`config.mk`:
```
export PLATFORM = sky130hd
export DESIGN_NAME = gb_processor
export DESIGN_NICKNAME = d
export VERILOG_FILES = /design/src/rtl/gb_processor.sv
export SDC_FILE = /design/constraint.sdc
export NUM_CORES = 1
export LEC_CHECK = 0
export CAP_MARGIN = 20
export CORE_MARGIN = 8
export CORE_UTILIZATION = 40
export DETAILED_ROUTE_END_ITERATION = 7
export PLACE_DENSITY_LB_ADDON = 0.15
export SLEW_MARGIN = 15
export SYNTH_ARGS = -nofsm -noshare
export SYNTH_HDL_FRONTEND = slang
export SYNTH_SLANG_ARGS = --single-unit
```
`constraint.sdc`:
```
create_clock -name clock -period 4.26 [get_ports clock]
set_input_delay 1.278 -clock clock [delete_from_list [all_inputs] [get_ports clock]]
set_output_delay 1.278 -clock clock [all_outputs]
set_load 0.02 [all_outputs]
```
`src/rtl/gb_processor.sv`:
```
// gb_processor: LR35902-style register file plus the ALU for the
// register-operand opcode group 0x80-0xBF. A and F are the only registers
// written by instructions; B, C, D, E, H and L hold their reset values.
module gb_processor (
  input  logic        clock,
  input  logic        reset,
  input  logic [7:0]  instruction,
  input  logic        valid,
  output logic [63:0] probe
);

  localparam logic [7:0] A_RST = 8'h01;
  localparam logic [7:0] B_RST = 8'h02;
  localparam logic [7:0] C_RST = 8'h03;
  localparam logic [7:0] D_RST = 8'h04;
  localparam logic [7:0] E_RST = 8'h05;
  localparam logic [7:0] F_RST = 8'h00;
  localparam logic [7:0] H_RST = 8'h06;
  localparam logic [7:0] L_RST = 8'h07;

  logic [7:0] a_r, b_r, c_r, d_r, e_r, f_r, h_r, l_r;
  logic [7:0] src_s;
  logic [7:0] a_next_s;
  logic [7:0] f_next_s;
  logic       exec_s;

  // ALU for one opcode: returns {new A, new F}. The carry-in from F only
  // participates for ADC and SBC; CP computes like SUB but keeps A.
  function automatic logic [15:0] alu_result(
    input logic [2:0] op,
    input logic [7:0] a,
    input logic [7:0] s,
    input logic       carry_flag
  );
    logic       cin;
    logic [8:0] wide_add;
    logic [4:0] half_add;
    logic [8:0] wide_sub;
    logic [4:0] half_sub;
    logic [7:0] res;
    logic [7:0] a_out;
    logic       n_flag;
    logic       h_flag;
    logic       c_flag;
    cin      = ((op == 3'd1) || (op == 3'd3)) ? carry_flag : 1'b0;
    wide_add = {1'b0, a} + {1'b0, s} + {8'd0, cin};
    half_add = {1'b0, a[3:0]} + {1'b0, s[3:0]} + {4'd0, cin};
    // A 9-bit difference goes negative (bit 8 set) exactly when a borrow occurs.
    wide_sub = {1'b0, a} - {1'b0, s} - {8'd0, cin};
    half_sub = {1'b0, a[3:0]} - {1'b0, s[3:0]} - {4'd0, cin};
    res      = a;
    a_out    = a;
    n_flag   = 1'b0;
    h_flag   = 1'b0;
    c_flag   = 1'b0;
    case (op)
      3'd0, 3'd1: begin
        res    = wide_add[7:0];
        a_out  = res;
        h_flag = half_add[4];
        c_flag = wide_add[8];
      end
      3'd2, 3'd3: begin
        res    = wide_sub[7:0];
        a_out  = res;
        n_flag = 1'b1;
        h_flag = half_sub[4];
        c_flag = wide_sub[8];
      end
      3'd4: begin
        res    = a & s;
        a_out  = res;
        h_flag = 1'b1;
      end
      3'd5: begin
        res   = a ^ s;
        a_out = res;
      end
      3'd6: begin
        res   = a | s;
        a_out = res;
      end
      3'd7: begin
        res    = wide_sub[7:0];
        a_out  = a;
        n_flag = 1'b1;
        h_flag = half_sub[4];
        c_flag = wide_sub[8];
      end
      default: begin
        res   = a;
        a_out = a;
      end
    endcase
    return {a_out, (res == 8'd0), n_flag, h_flag, c_flag, 4'b0000};
  endfunction

  // Decode the source operand and compute the next A/F for this cycle.
  always_comb begin
    a_next_s = a_r;
    f_next_s = f_r;
    src_s    = 8'd0;
    case (instruction[2:0])
      3'd0:    src_s = b_r;
      3'd1:    src_s = c_r;
      3'd2:    src_s = d_r;
      3'd3:    src_s = e_r;
      3'd4:    src_s = h_r;
      3'd5:    src_s = l_r;
      3'd7:    src_s = a_r;
      default: src_s = 8'd0;
    endcase
    // (HL) operands need memory, which this core lacks, so they are no-ops.
    exec_s = valid && (instruction[7:6] == 2'b10) && (instruction[2:0] != 3'd6);
    if (exec_s) begin
      {a_next_s, f_next_s} = alu_result(instruction[5:3], a_r, src_s, f_r[4]);
    end else begin
      a_next_s = a_r;
      f_next_s = f_r;
    end
  end

  // Architectural register update; reset wins over any presented instruction.
  always_ff @(posedge clock) begin
    if (!reset) begin
      a_r <= A_RST;
      b_r <= B_RST;
      c_r <= C_RST;
      d_r <= D_RST;
      e_r <= E_RST;
      f_r <= F_RST;
      h_r <= H_RST;
      l_r <= L_RST;
    end else begin
      a_r <= a_next_s;
      f_r <= f_next_s;
      b_r <= b_r;
      c_r <= c_r;
      d_r <= d_r;
      e_r <= e_r;
      h_r <= h_r;
      l_r <= l_r;
    end
  end

  assign probe = {a_r, b_r, c_r, d_r, e_r, f_r, h_r, l_r};

endmodule

```
==> reports/qor.yml <==
syn_to_final_growth_pct: 9.688
ir_drop_v: 0.00009912
route.detailed.drc: 0
syn_area_per_cell_sq_um: 7.360
critPathKind: "in2reg"
antenna_found_initial: 0
critPathCaptureType: "register"
mostFrequentLayoutCells: "56 x conb_1, 23 x o21ai_0, 22 x nand2_1, 22 x clkdlybuf4s50_1, 19 x inv_1"
intPower_mw: 0.2482
clockPowerShare_pct: 23.4
ant_nets: 0
layout_commonest_cell: "conb_1"
cp_max_fo: 3
numCtsBuffers: 3
die_w_um: 86.75
root_buffer: "clkbuf_8"
yosys.area.top_type: "buf_4"
io_pins: 75
first_pass_iters: 4
drive_gt1_share_pct: 7.000
setup_viol: 0
rsz0062_at_grt: "false"
placed_cells: 364
synth_top_area_share_pct: 19.50
crit_buf_inv: 3
drt-initial-drc-count: 78
routabilityCongestion: 0.8422
cp_slowest_cell: "fa_1"
crit_arrival_ns: 4.09
die_h_um: 86.75
wl_um: 5303
netlist_area_sq_mm: 0.002002
async_flop_share_pct: 0
postCtsSetupBuffers: 0
maxSlewViolCount: 0
synthTopCellsByArea: "buf_4 19%, dfxtp_1 12%, ha_1 8.8%"
max_freq_mhz: 252.1
cts_tree: "yes"
holdCritPathClass: "reg2reg"
postPlaceCellArea_sq_mm: 0.002155
clock-sinks: 12
design_area_sq_mm: 0.002196
layout_min_cycle_time_ns: 3.966
io_buffers: 22
crit_chain: "clkdlybuf4s50_1 -> nand2_1 -> o21ai_0 -> inv_1 -> fa_1 -> inv_1 -> ha_1 -> o21ai_0 -> a21boi_0 -> o41ai_1 -> xor2_1 -> a2bb2oi_1 -> o21ai_1"
nets: 331
core_sq_mm: 0.004786
grt_max_degree: 15
cts_resized: 0
status: "finished clean"
avgRoutedWirePerCell_um: 14.45
synth_edf_count: 0
drv_cap: 0
min_period_over_period_pct: 93.11
powerDensity_mw_per_mm2: 192.8
grtUsageTotal_pct: 14.25
clk_latency_ns: 0.23
power.switching_mw: 0.1751
ys_types: 57
grt_pass1_vias: 1736
initial_core_util_pct: 41.83
drt-vias-per-instance: 4.918
grt.overflow.total: 0
syn_inst: 272
cp-start-kind: "input port"
hpwlAfterDp_um: 4490
critical_path_required_ns: 4.38
worst_path_largest_cell_delay_ns: 0.55
setup_tns_ns: 0
cts_max_level: 1
sw_frac_of_total_pct: 41.36
synth_seq_cells: 12
clk_transition_reported_paths_ns: 0.05
pwr-share-comb_pct: 47.7
vias: 1805
timing.hold.ws_ns: 0.4742
holdBufCountCts: 0
seq_power_share_pct: 28.9
final_hold_viol_count: 0
stdcell_count: 367
yosysWarnings: 0
n_antenna_cell: 0
path_delay_family: "compound AO/OA/AOI/OAI gates"
slew_headroom_pct: 62.40
clockBufferDepth: 2
worst_slew_pin_slew_ns: 0.5635
rows: 25
synth_ff_type: "dfxtp_1"
ys_seq_area_share_pct: 12.00
grt_pass1_wl_um: 8707
die_area_sq_mm: 0.007525
finClkSkew_ns: 0.003202
leakage_nw: 1.038
-- synthesized netlist by cell type (2+ instances only) --
cell        n
inv_1      19
fa_1        4
o211ai_1    5
o21ai_0    23
nor3_1      2
nor2b_1     4
nand3_1     5
and3_1      5
xor2_1      8
nand2_1    22
o31ai_1     2
xnor2_1     4
a31oi_1     2
a21boi_0    2
nor2_1     10
conb_1      2
a22oi_1     3
nand4_1     2
and2_1      6
nand2b_1    4
dfxtp_1    12
a2bb2oi_1   2
buf_4      52
ha_1       14
clkbuf_1    5
o22ai_1     4
buf_2       3
a211oi_1    3
o2bb2ai_1   2
o2111ai_1   3
a21o_1      2
a21oi_1    11
-- power by group through the flow --
stage	sequential (mW)	clock [mW]	combinational [mW]
4_1_cts	0.122	0.104	0.200
3_5_place_dp	0.124	0	0.199
2_1_floorplan	0.126	0	0.179
6_report	0.122	0.0991	0.202
3_3_place_gp	0.125	0	0.198
5_1_grt	0.123	0.111	0.224
-- registers in the layout, indices dropped and copies added, names as in the netlist --
name and count:
a_r 8, f_r 4
-- worst reg2reg max path, cell delays in order, from the launching register on --
cell and delay [ns]:
dfxtp_1 0.49, o21ai_0 0.17, buf_4 0.17, fa_1 0.43
inv_1 0.09, fa_1 0.29, nand2b_1 0.11, a211o_1 0.32
a31o_1 0.22, a211oi_1 0.22, a31oi_1 0.11, a21oi_1 0.18
-- final timing paths --
kind	startpoint	to	slack (ns)	depth (start not counted)
worst max register to register	a_r[0]	f_r[4]	1.38	11
worst min register to register	f_r[5]	f_r[5]	0.47	2
worst min-delay path	f_r[5]	f_r[5]	0.47	2
worst max-delay path	instruction[2]	a_r[7]	0.29	13
-- layout make-up --
class	instances	area (sq um)
inverters	19	71.32
fillers	553	2590
clock buffers	3	41.29
multi-input cells	232	1449
well taps	67	83.83
flip-flops and latches	12	240.2
repair buffers	34	310.3
-- layer usage --
layer	GRT usage, %	vias to the layer above	wire, um
met5	0	-	0
met3	4.537	2	484
met2	24.51	66	2531
met4	1.565	0	14
li1	-	899	-
met1	17.24	838	2273
-- through the flow --
| step | total power, mW | util [%] | setup slack [ns] |
|---|---|---|---|
| after floorplan | 0.3056 | - | 0.5163 |
| after global placement | 0.3227 | 45.02 | 0.08395 |
| after detailed placement | 0.3238 | 45.02 | 0.02516 |
| after CTS | 0.4261 | 45.88 | 0.2653 |
| after global routing | 0.4572 | 45.88 | 0.03254 |
| final | 0.4233 | 45.88 | 0.2937 |
-- logic make-up after synthesis --
kind of cell / after synthesis / synth area share (%)
buf+inv: 82 / 25.75
compound gates: 78 / 26.19
simple gates: 68 / 17.69
fa+ha+maj: 18 / 12.75
xor+xnor: 12 / 5.250
flops: 12 / 12.00
other cells: 2 / 0.3751
No activity file was read; power rests on OpenSTA's default activity.
